==> src/rtl/cmd_scheduler_pkg.sv <==
// caotai_cmd_pkg: command codes, entry layout, FSM encoding and status bit positions
package caotai_cmd_pkg;
    localparam int WID_8 = 8;
    localparam int WID_16 = 16;
    localparam int CMD_W = WID_8 + 4 * WID_16;
    localparam logic [7:0] CMD_MOVE = 8'h01;
    localparam logic [7:0] CMD_AUX = 8'h02;
    localparam logic [7:0] CMD_DELAY = 8'h03;
    localparam logic [3:0] S_IDLE = 4'd0;
    localparam logic [3:0] S_FETCH = 4'd1;
    localparam logic [3:0] S_ISSUE_MOT = 4'd2;
    localparam logic [3:0] S_WAIT_MOT = 4'd3;
    localparam logic [3:0] S_ISSUE_AUX = 4'd4;
    localparam logic [3:0] S_WAIT_AUX = 4'd5;
    localparam logic [3:0] S_DELAY = 4'd6;
    localparam int ST_OVF = 19;
    localparam int ST_DONE = 18;
    localparam int ST_BUSY = 17;
    localparam int ST_UNK = 16;
    typedef struct packed {
        logic [WID_8-1:0] typ;
        logic [WID_16-1:0] d3;
        logic [WID_16-1:0] d2;
        logic [WID_16-1:0] d1;
        logic [WID_16-1:0] d0;
    } cmd_t;
endpackage

==> src/rtl/cmd_scheduler_if.sv <==
// cmd_scheduler_if: decoder input, executor handshakes and status readback of the command scheduler
interface cmd_scheduler_if;
    import caotai_cmd_pkg::*;
    logic cmd_in_vld;
    logic [WID_8-1:0] cmd_in_type;
    logic [WID_16-1:0] cmd_in_data0, cmd_in_data1, cmd_in_data2, cmd_in_data3;
    logic cmd_end_flag;
    logic [WID_16-1:0] cmd_err_num;
    logic abort;
    logic [WID_8-1:0] exe_type;
    logic [WID_16-1:0] exe_data0, exe_data1, exe_data2, exe_data3;
    logic mot_vld, mot_rdy, mot_done;
    logic aux_vld, aux_rdy, aux_done;
    logic [31:0] status;
    modport master (
        output cmd_in_vld, cmd_in_type, cmd_in_data0, cmd_in_data1, cmd_in_data2, cmd_in_data3,
        output cmd_end_flag, cmd_err_num, abort, mot_rdy, mot_done, aux_rdy, aux_done,
        input exe_type, exe_data0, exe_data1, exe_data2, exe_data3, mot_vld, aux_vld, status
    );
    modport slave (
        input cmd_in_vld, cmd_in_type, cmd_in_data0, cmd_in_data1, cmd_in_data2, cmd_in_data3,
        input cmd_end_flag, cmd_err_num, abort, mot_rdy, mot_done, aux_rdy, aux_done,
        output exe_type, exe_data0, exe_data1, exe_data2, exe_data3, mot_vld, aux_vld, status
    );
endinterface

==> src/rtl/cmd_scheduler_fifo.sv <==
// cmd_fifo: synchronous FIFO with registered read data, occupancy count and synchronous flush
module cmd_fifo #(
    parameter int DEPTH = 16,
    parameter int W = 72
) (
    input  logic                   clk_i,
    input  logic                   rst_ni,
    input  logic                   flush_i,
    input  logic                   wr_i,
    input  logic [W-1:0]           wdata_i,
    input  logic                   rd_i,
    output logic [W-1:0]           rdata_o,
    output logic [$clog2(DEPTH):0] count_o
);
    localparam int AW = $clog2(DEPTH);
    localparam int CW = AW + 1;
    logic [W-1:0] mem_q [DEPTH];
    logic [W-1:0] rdata_q;
    logic [AW-1:0] wp_q, rp_q;
    logic [CW-1:0] cnt_q;
    // Callers only write when not full (or reading) and only read when not empty.
    always_ff @(posedge clk_i) begin
        if (!rst_ni || flush_i) begin
            wp_q <= '0;
            rp_q <= '0;
            cnt_q <= '0;
            rdata_q <= '0;
        end else begin
            if (wr_i) wp_q <= wp_q + 1'b1;
            if (rd_i) begin
                rp_q <= rp_q + 1'b1;
                rdata_q <= mem_q[rp_q];
            end
            cnt_q <= cnt_q + CW'(wr_i) - CW'(rd_i);
        end
    end
    always_ff @(posedge clk_i) begin
        if (wr_i) mem_q[wp_q] <= wdata_i;
    end
    assign rdata_o = rdata_q;
    assign count_o = cnt_q;
endmodule

==> src/rtl/cmd_scheduler.sv <==
// cmd_scheduler: buffers decoded commands and dispatches them in order, one in flight, to the
// motion or aux executor; delays run internally and a registered status word is exported.
module cmd_scheduler
    import caotai_cmd_pkg::*;
#(
    parameter int FIFO_DEPTH = 16,
    parameter int CLK_PER_MS = 48000
) (
    input  logic           clk_48m,
    input  logic           rst_48m_n,
    cmd_scheduler_if.slave bus
);
    localparam int CW = $clog2(FIFO_DEPTH) + 1;
    localparam int SW = $clog2(CLK_PER_MS + 1);
    logic [3:0] state_q, state_d;
    logic [15:0] ms_q, ms_d;
    logic [SW-1:0] sub_q, sub_d;
    logic ovf_q, unk_q, end_q;
    logic [31:0] status_q;
    cmd_t exe_q, rd_cmd;
    logic [CMD_W-1:0] rd_data;
    logic [CW-1:0] count;
    logic empty, rd_en, wr_ok, wrap;

    assign empty = count == '0;
    assign rd_en = state_q == S_IDLE && !empty && !bus.abort;
    assign wr_ok = bus.cmd_in_vld && !bus.abort && (count < CW'(FIFO_DEPTH) || rd_en);
    assign rd_cmd = cmd_t'(rd_data);
    assign wrap = sub_q == SW'(CLK_PER_MS - 1);

    cmd_fifo #(.DEPTH(FIFO_DEPTH), .W(CMD_W)) u_fifo (
        .clk_i(clk_48m),
        .rst_ni(rst_48m_n),
        .flush_i(bus.abort),
        .wr_i(wr_ok),
        .wdata_i({bus.cmd_in_type, bus.cmd_in_data3, bus.cmd_in_data2, bus.cmd_in_data1, bus.cmd_in_data0}),
        .rd_i(rd_en),
        .rdata_o(rd_data),
        .count_o(count)
    );

    always_comb begin
        state_d = state_q;
        ms_d = ms_q;
        sub_d = sub_q;
        case (state_q)
            S_IDLE: state_d = empty ? S_IDLE : S_FETCH;
            S_FETCH: begin
                state_d = rd_cmd.typ == CMD_MOVE ? S_ISSUE_MOT :
                          rd_cmd.typ == CMD_AUX ? S_ISSUE_AUX :
                          rd_cmd.typ == CMD_DELAY ? S_DELAY : S_IDLE;
                ms_d = rd_cmd.d0;
                sub_d = '0;
            end
            S_ISSUE_MOT: state_d = bus.mot_rdy ? S_WAIT_MOT : state_q;
            S_WAIT_MOT: state_d = bus.mot_done ? S_IDLE : state_q;
            S_ISSUE_AUX: state_d = bus.aux_rdy ? S_WAIT_AUX : state_q;
            S_WAIT_AUX: state_d = bus.aux_done ? S_IDLE : state_q;
            S_DELAY: begin
                // ms reaching zero ends the delay, so a zero-length delay costs one cycle
                state_d = ms_q == '0 ? S_IDLE : state_q;
                sub_d = wrap ? '0 : sub_q + 1'b1;
                ms_d = ms_q != '0 && wrap ? ms_q - 1'b1 : ms_q;
            end
            default: state_d = S_IDLE;
        endcase
        if (bus.abort) state_d = S_IDLE;
    end

    always_ff @(posedge clk_48m) begin
        if (!rst_48m_n) begin
            state_q <= S_IDLE;
            ms_q <= '0;
            sub_q <= '0;
            ovf_q <= 1'b0;
            unk_q <= 1'b0;
            end_q <= 1'b0;
            exe_q <= '0;
            status_q <= '0;
        end else begin
            state_q <= state_d;
            ms_q <= ms_d;
            sub_q <= sub_d;
            ovf_q <= !bus.abort && (ovf_q || (bus.cmd_in_vld && !wr_ok));
            unk_q <= !bus.abort && (unk_q || (state_q == S_FETCH && state_d == S_IDLE));
            end_q <= !bus.abort && (bus.cmd_end_flag || (end_q && !wr_ok));
            if (state_q == S_FETCH) exe_q <= rd_cmd;
            status_q <= {8'(count), state_q, ovf_q, end_q && empty && state_q == S_IDLE,
                         state_q != S_IDLE || !empty, unk_q, bus.cmd_err_num};
        end
    end

    assign bus.exe_type = exe_q.typ;
    assign bus.exe_data0 = exe_q.d0;
    assign bus.exe_data1 = exe_q.d1;
    assign bus.exe_data2 = exe_q.d2;
    assign bus.exe_data3 = exe_q.d3;
    assign bus.mot_vld = state_q == S_ISSUE_MOT;
    assign bus.aux_vld = state_q == S_ISSUE_AUX;
    assign bus.status = status_q;
endmodule

==> src/flat_wrapper.sv <==
// flat-port wrapper written by rule: the top's interface ports become plain ports
module cmd_scheduler_flat import caotai_cmd_pkg::*;
#(
    parameter int FIFO_DEPTH = 16,
    parameter int CLK_PER_MS = 48000
)
  (clk_48m, rst_48m_n, bus_cmd_in_vld, bus_cmd_in_type, bus_cmd_in_data0, bus_cmd_in_data1, bus_cmd_in_data2, bus_cmd_in_data3, bus_cmd_end_flag, bus_cmd_err_num, bus_abort, bus_mot_rdy, bus_mot_done, bus_aux_rdy, bus_aux_done, bus_exe_type, bus_exe_data0, bus_exe_data1, bus_exe_data2, bus_exe_data3, bus_mot_vld, bus_aux_vld, bus_status);
  cmd_scheduler_if bus_i ();
  input  logic clk_48m;
  input  logic rst_48m_n;
  input wire logic [$bits(bus_i.cmd_in_vld)-1:0] bus_cmd_in_vld;
  input wire logic [$bits(bus_i.cmd_in_type)-1:0] bus_cmd_in_type;
  input wire logic [$bits(bus_i.cmd_in_data0)-1:0] bus_cmd_in_data0;
  input wire logic [$bits(bus_i.cmd_in_data1)-1:0] bus_cmd_in_data1;
  input wire logic [$bits(bus_i.cmd_in_data2)-1:0] bus_cmd_in_data2;
  input wire logic [$bits(bus_i.cmd_in_data3)-1:0] bus_cmd_in_data3;
  input wire logic [$bits(bus_i.cmd_end_flag)-1:0] bus_cmd_end_flag;
  input wire logic [$bits(bus_i.cmd_err_num)-1:0] bus_cmd_err_num;
  input wire logic [$bits(bus_i.abort)-1:0] bus_abort;
  input wire logic [$bits(bus_i.mot_rdy)-1:0] bus_mot_rdy;
  input wire logic [$bits(bus_i.mot_done)-1:0] bus_mot_done;
  input wire logic [$bits(bus_i.aux_rdy)-1:0] bus_aux_rdy;
  input wire logic [$bits(bus_i.aux_done)-1:0] bus_aux_done;
  output wire logic [$bits(bus_i.exe_type)-1:0] bus_exe_type;
  output wire logic [$bits(bus_i.exe_data0)-1:0] bus_exe_data0;
  output wire logic [$bits(bus_i.exe_data1)-1:0] bus_exe_data1;
  output wire logic [$bits(bus_i.exe_data2)-1:0] bus_exe_data2;
  output wire logic [$bits(bus_i.exe_data3)-1:0] bus_exe_data3;
  output wire logic [$bits(bus_i.mot_vld)-1:0] bus_mot_vld;
  output wire logic [$bits(bus_i.aux_vld)-1:0] bus_aux_vld;
  output wire logic [$bits(bus_i.status)-1:0] bus_status;
  assign bus_i.cmd_in_vld = bus_cmd_in_vld;
  assign bus_i.cmd_in_type = bus_cmd_in_type;
  assign bus_i.cmd_in_data0 = bus_cmd_in_data0;
  assign bus_i.cmd_in_data1 = bus_cmd_in_data1;
  assign bus_i.cmd_in_data2 = bus_cmd_in_data2;
  assign bus_i.cmd_in_data3 = bus_cmd_in_data3;
  assign bus_i.cmd_end_flag = bus_cmd_end_flag;
  assign bus_i.cmd_err_num = bus_cmd_err_num;
  assign bus_i.abort = bus_abort;
  assign bus_i.mot_rdy = bus_mot_rdy;
  assign bus_i.mot_done = bus_mot_done;
  assign bus_i.aux_rdy = bus_aux_rdy;
  assign bus_i.aux_done = bus_aux_done;
  assign bus_exe_type = bus_i.exe_type;
  assign bus_exe_data0 = bus_i.exe_data0;
  assign bus_exe_data1 = bus_i.exe_data1;
  assign bus_exe_data2 = bus_i.exe_data2;
  assign bus_exe_data3 = bus_i.exe_data3;
  assign bus_mot_vld = bus_i.mot_vld;
  assign bus_aux_vld = bus_i.aux_vld;
  assign bus_status = bus_i.status;
  cmd_scheduler #(.FIFO_DEPTH(FIFO_DEPTH), .CLK_PER_MS(CLK_PER_MS)) u_core (.clk_48m(clk_48m), .rst_48m_n(rst_48m_n), .bus(bus_i));
endmodule
==> config.mk <==
export PLATFORM = sky130hd
export DESIGN_NAME = cmd_scheduler_flat
export DESIGN_NICKNAME = d
export VERILOG_FILES = /design/src/rtl/cmd_scheduler_pkg.sv /design/src/rtl/cmd_scheduler_if.sv /design/src/rtl/cmd_scheduler_fifo.sv /design/src/rtl/cmd_scheduler.sv /design/src/flat_wrapper.sv
export SDC_FILE = /design/constraint.sdc
export NUM_CORES = 2
export LEC_CHECK = 0
export ABC_AREA = 1
export CORE_MARGIN = 4
export CORE_UTILIZATION = 40
export DETAILED_ROUTE_END_ITERATION = 8
export PLACE_DENSITY = 0.58
export SYNTH_ARGS = -nofsm -noshare
export SYNTH_HDL_FRONTEND = slang
export SYNTH_SLANG_ARGS = --single-unit
==> constraint.sdc <==
create_clock -name clk_48m -period 4.8 [get_ports clk_48m]
set_clock_uncertainty 0.1 [all_clocks]
set_input_delay 0.96 -clock clk_48m [delete_from_list [all_inputs] [get_ports clk_48m]]
set_output_delay 0.96 -clock clk_48m [all_outputs]
set_load 0.01 [all_outputs]
======== Word level (Yosys, flattened, before mapping) ========
Memories as Yosys holds them, arrays and structs flattened. A register that Yosys moved wholly into a read port is not among the register bits.
Cells that the tools add are included.
word-level totals
  bits in registers ....................... 156
  bits in writable memories ............... 1152
  bits of input ports ..................... 97
  output and inout bits ................... 106
  logic and storage cells ................. 83
  memories kept ........................... 1
memories
  memory               depth  width  rd ports  clocked after Yosys merged registers in  write ports  RTL line                  text
  u_core.u_fifo.mem_q  16     72     1         1                                        1            cmd_scheduler_fifo.sv:17  logic [W-1:0] mem_q [DEPTH];
operators by class
  add/sub/neg operators ................... 6
  order comparisons ....................... 1
  equal/unequal tests ..................... 11
  multiplexer cells ....................... 17
  reduce and logical (&&, ||, !) cells .... 31
operators with widths
  cell                                                                    number
  16-bit case mux with 2 select lines                                     2
  16-bit two-way mux                                                      2
  4-bit two-way mux                                                       8
  4-bit case mux with 7 select lines                                      1
  16-bit by 1-bit adder with 16-bit output (second input constant)        1
  16-bit equality test (second input constant)                            1
  8-bit by 2-bit equality test with 1-bit output (second input constant)  2
  16-bit logical NOT                                                      1
  16-bit nonzero test                                                     1
  16-bit by 1-bit subtractor with 16-bit output (second input constant)   1
  1-bit logical AND                                                       13
  4-bit by 3-bit equality test with 1-bit output (second input constant)  3
  4-bit by 1-bit adder with 4-bit output (second input constant)          2
  4-bit by 2-bit equality test with 1-bit output (second input constant)  2
  8-bit by 1-bit equality test with 1-bit output (second input constant)  1
  4-bit logical NOT                                                       2
  1-bit logical OR                                                        6
  5-bit by 1-bit adder with 5-bit output                                  1
  5-bit logical NOT                                                       1
  5-bit < comparator (second input constant)                              1
  5-bit by 1-bit subtractor with 5-bit output                             1
  4-bit by 1-bit equality test with 1-bit output (second input constant)  1
  1-bit logical NOT                                                       4
  4-bit nonzero test                                                      1
  other kinds (5)                                                         7

======== Logic depth before layout (Yosys ltp) ========
  depth after elaboration ................. 10
  depth in mapped cells ................... 17
  gate-level depth less buffers ........... 16

======== Hierarchy ========
Synthesis repeated with hierarchy kept, for this count alone.
unflattened totals
  cell total of the unflattened synthesis .. 5092
  area total of the unflattened synthesis .. 54977.7 µm²
by module, submodules not included
  module         times used  cells an instance  area each (µm²)  seq. area each (µm²)
  cmd_fifo       1           4262               49172.2          36294.8
  cmd_scheduler  1           830                5805.6           2802.7

======== Least setup slack after synthesis ========
No wires, ideal clock.
  kind .................................... input to register
  start point ............................. in bus_abort
  end point ............................... mem u_core.u_fifo.mem_q[11][0] (enable)
  library setup time ...................... 0.503 ns
  data arrival time ....................... 4.559 ns
  data required time ...................... 4.197 ns
  path slack .............................. -0.362 ns
  stages on the path ...................... 7
  path buffers ............................ 0
  path through ............................ inv_1 -> nand2_1 -> inv_1 -> nand2_1 -> inv_1 -> nand2_1 -> nor2_1
on the way
  word-level cells in the longest chain between the ends .. 6
  elaborated cells on any way between the ends .. 7
  those cells by class .................... 2 x mux; 5 x reduce/logical
RTL lines
  what                                       RTL line                                  text
  from (decl)                                flat_wrapper.sv:19                        input wire logic [$bits(bus_i.abort)-1:0] bus_abort;
  1-bit logical NOT *                        cmd_scheduler.sv:26, cmd_scheduler.sv:27
  1-bit logical AND                          cmd_scheduler.sv:26                       assign rd_en = state_q == S_IDLE && !empty && !bus.abort;
  1-bit logical OR                           cmd_scheduler.sv:27                       assign wr_ok = bus.cmd_in_vld && !bus.abort && (count < CW'(FIFO_DEPTH) || rd_en);
  1-bit logical AND *                        cmd_scheduler.sv:27
  named net u_core.u_fifo.wr_i               cmd_scheduler_fifo.sv:9                   input logic wr_i,
  1-bit two-way mux *                        cmd_scheduler_fifo.sv:38                  if (wr_i) mem_q[wp_q] <= wdata_i;
  1-bit two-way mux (implied by the code) *  cmd_scheduler_fifo.sv:38
  to (decl)                                  cmd_scheduler_fifo.sv:17
Mark *: on every way through the listed nets, which the timed path passes. The rest lies on a longest branch.

======== Worst setup path after layout ========
  start point ............................. reg u_core.state_q[2]
  end point ............................... out bus_aux_vld
on the way
  word-level cells in the longest chain between the ends .. 1
RTL lines
  what                                            RTL line             text
  from (decl)                                     cmd_scheduler.sv:15  logic [3:0] state_q, state_d;
  from (signal assigned)                          cmd_scheduler.sv:81  state_q <= state_d;
  4-bit by 3-bit equality test with 1-bit output  cmd_scheduler.sv:99  assign bus.aux_vld = state_q == S_ISSUE_AUX;
  to (decl)                                       flat_wrapper.sv:30   output wire logic [$bits(bus_i.aux_vld)-1:0] bus_aux_vld;
Every way passes these cells.

==> metrics.yaml <==
outcome:
  outcome: "completed"
detailed_routing:
  drc: 0
  drtIter0Drc: 3182
  via_per_inst: 5.33
  wl_per_cell_microns: 21.4
  antenna_left: 0
  wirelength_mm: 142
  first_pass_iters: 5
  vias: 35300
placement:
  gp_congestion: 0.816
  place_inst: 6352
  hpwlAfterDp_mm: 78.7
  port_buffers: 199
  postPlaceCellArea_sq_mm: 0.0580
critical_path:
  crit_arrival_ns: 2.15
  path_buf_inv: 3
  crit_path_max_incr_delay_ns: 0.56
  setup.worst_path.start: "u_core.state_q[2]$_SDFF_PN0_"
  crit_chain: "inv_2 > nor2_4 > nand3_1 > inv_1 > clkdlybuf4s50_1"
  cp-end-kind: "output pin"
  cp-start-kind: "flop"
  cpMaxStageDelayCell: "clkdlybuf4s50_1"
  r2r_start: "u_core.u_fifo.count_o[2]$_SDFF_PP0_"
  path_delay_family: "buffers and inverters"
  critical_path_class: "reg2out"
  cp.required_ns: 3.74
  path_max_fanout: 3
clock_tree:
  path_clk_slew_ns: 0.06
  clk_path_buf_depth: 3
  cts.sinks: 1377
  cts_tree: "done"
  ctsResizeCount: 0
  cts-root-buf: "clkbuf_16"
  htree_levels: 4
  postCtsHoldBufs: 0
  cts_buffers: 146
  clk_latency_ns: 0.77
  post_cts_buffers: 0
synthesis:
  netlist_instances: 4630
  synth_area_sq_mm: 0.0543
  yosys_warnings: 0
  avgSynthCellArea_sq_um: 11.7
  synth_cell_types: 39
  ys_seq_area_share_pct: 72.0
  synth-seq-cells: 1377
timing:
  period_minus_slack_ns: 3.21
  finalCritPeriodShare_pct: 66.9
  hold_viol_final: 0
  setup_viol: 0
  relSlewSlack_pct: 24.5
  max_freq_mhz: 312
  rsz0062_at_grt: "false"
  worstMarginPinSlew_ns: 1.13
  final_max_slew_viol_count: 0
die:
  die-height_microns: 376
  coreArea_sq_mm: 0.134
  die_w_microns: 376
  rows: 134
  ios: 203
  initial_utilization_pct: 40.5
  dieArea_sq_mm: 0.142
finish:
  nets: 4843
  area_growth_pct: 15.3
  drive_gt1_share_pct: 6.42
  fin_area_sq_mm: 0.0626
  finalNonFillerCells: 6616
  antenna_cells: 0
global_routing:
  antenna_found_initial: 0
  grt_pass1_vias: 34200
  grt_pass1_wl_mm: 215
  grtUsageTotal_pct: 19.7
  grt_max_degree: 219
  overflow: 0
worst_hold_path:
  min_from: "u_core.u_fifo.count_o[0]$_SDFF_PP0_"
  hold_path_class: "reg2reg"
power:
  powerDensity_mw_per_mm2: 417
  leakage_uw: 0.0212
  ir_drop_mv: 0.245
job:
  max_cap_viol_count: 0
[per-stage QoR]
stage | setup WS [ns] | hold slack (ns) | TNS (ns) | total power, uW | util (%)
4_1_cts | 1.51 | 0.343 | 0 | 26400 | 46.7
6_report | 1.59 | 0.342 | 0 | 26100 | 46.7
5_1_grt | 1.47 | 0.371 | 0 | 27100 | 46.7
3_3_place_gp | 0.987 | 0.328 | 0 | 15500 | 43.3
3_5_place_dp | 0.984 | 0.334 | 0 | 15500 | 43.3
2_1_floorplan | -0.362 | 0.307 | -258.38 | 14700 | -
[registers in the layout (all words and copies together) (netlist names)]
register	cells
u_core.bus.exe_data1	16
u_core.bus.exe_data3	16
u_core.unk_q	1
u_core.bus.status	29
u_core.end_q	1
u_core.u_fifo.mem_q	1152
u_core.ovf_q	1
u_core.bus.exe_type	8
u_core.bus.exe_data0	16
u_core.u_fifo.rdata_o	72
u_core.u_fifo.rp_q	4
u_core.bus.exe_data2	16
u_core.sub_q	16
u_core.u_fifo.wp_q	4
u_core.u_fifo.count_o	5
u_core.state_q	4
u_core.ms_q	16
[cells in the mapped netlist (all sizes together)]
master | n | area (sq um)
o211ai | 288 | 2160
inv | 211 | 792
xor2 | 5 | 43.8
a31o | 1 | 8.76
xnor2 | 3 | 26.3
o21bai | 1 | 7.51
o21a | 2 | 15.0
a21oi | 95 | 475
conb | 1 | 3.75
o21ai | 691 | 3460
nand4 | 8 | 50.1
edfxtp | 1152 | 34600
or2 | 1 | 6.26
nor2 | 1138 | 4310
ha | 13 | 163
nand2 | 218 | 818
clkinv | 1 | 5.00
dfxtp | 225 | 4500
a31oi | 4 | 31.3
and3 | 1 | 6.26
nor3 | 12 | 65.1
buf | 169 | 931
a22oi | 1 | 7.51
nand3 | 246 | 1250
nand3b | 4 | 30.0
fa | 1 | 20.0
and2 | 1 | 6.26
clkbuf | 137 | 514
[where the power goes]
group	switching, uW	leakage (uW)	internal [uW]
clock	4590	0.00224	6270
sequential	111	0.0122	13100
combinational	1390	0.00672	655
total	6090	0.0212	20000
[layer usage]
metal  wire, microns  vias up  global-route usage, %
met2           66500      978                   31.6
met4            2470        0                   5.05
met5               0        -                      0
met3            7360      169                   2.90
met1           65600    17500                   28.3
li1                -    16600                      -
[layout make-up]
class	instances	area, sq um
multi-input cells	2738	13100
clock buffers	200	4030
flip-flops and latches	1377	39100
fillers	12000	71500
clock inverters	64	569
inverters	212	818
repair buffers	257	2790
well taps	1768	2210
[cells by family after synthesis]
family / count (synthesis) / synth area share (%)
AND/OR/NAND/NOR: 1629 / 12.1
buffers and inverters: 518 / 4.13
XOR/XNOR: 8 / 0.129
other: 1 / 0.00691
AO/OA/AOI/OAI: 1083 / 11.4
flip-flops: 1377 / 72.0
adder cells (fa/ha/maj): 14 / 0.336
[final timing paths]
path,slack (ns),depth (start not counted),end
max,1.59,5,bus_aux_vld
min,0.34,2,u_core.bus.status[24]$_SDFF_PN0_
max reg2reg,1.94,12,u_core.u_fifo.rp_q[2]$_SDFFE_PP0P_
min reg2reg,0.34,2,u_core.bus.status[24]$_SDFF_PN0_
[cells in the final DEF, fill, tap and decap left out, types with 5 or more instances in the layout]
master / Yosys / layout
a21oi_1: 95 / 95
buf_12: 0 / 29
buf_4: 31 / 30
bufinv_16: 0 / 7
clkbuf_1: 137 / 40
clkbuf_16: 0 / 149
clkbuf_8: 0 / 11
clkdlybuf4s50_1: 0 / 198
clkinv_1: 0 / 23
clkinv_2: 1 / 20
clkinvlp_4: 0 / 5
dfxtp_1: 225 / 221
edfxtp_1: 1152 / 1152
ha_1: 13 / 13
inv_1: 200 / 197
inv_2: 11 / 8
inv_6: 0 / 6
nand2_1: 218 / 218
nand3_1: 244 / 244
nand4_1: 8 / 8
nor2_1: 1129 / 1112
nor2_2: 5 / 5
nor2_4: 4 / 21
nor3_1: 11 / 11
o211ai_1: 288 / 288
o21ai_0: 487 / 487
o21ai_1: 204 / 204
xor2_1: 5 / 5
[tightest hold or removal path: stages (launching register included)]
cell,delay (ns)
dfxtp_1,0.31
nand2_1,0.05
inv_1,0.03
No activity file was read; power rests on OpenSTA's default activity.
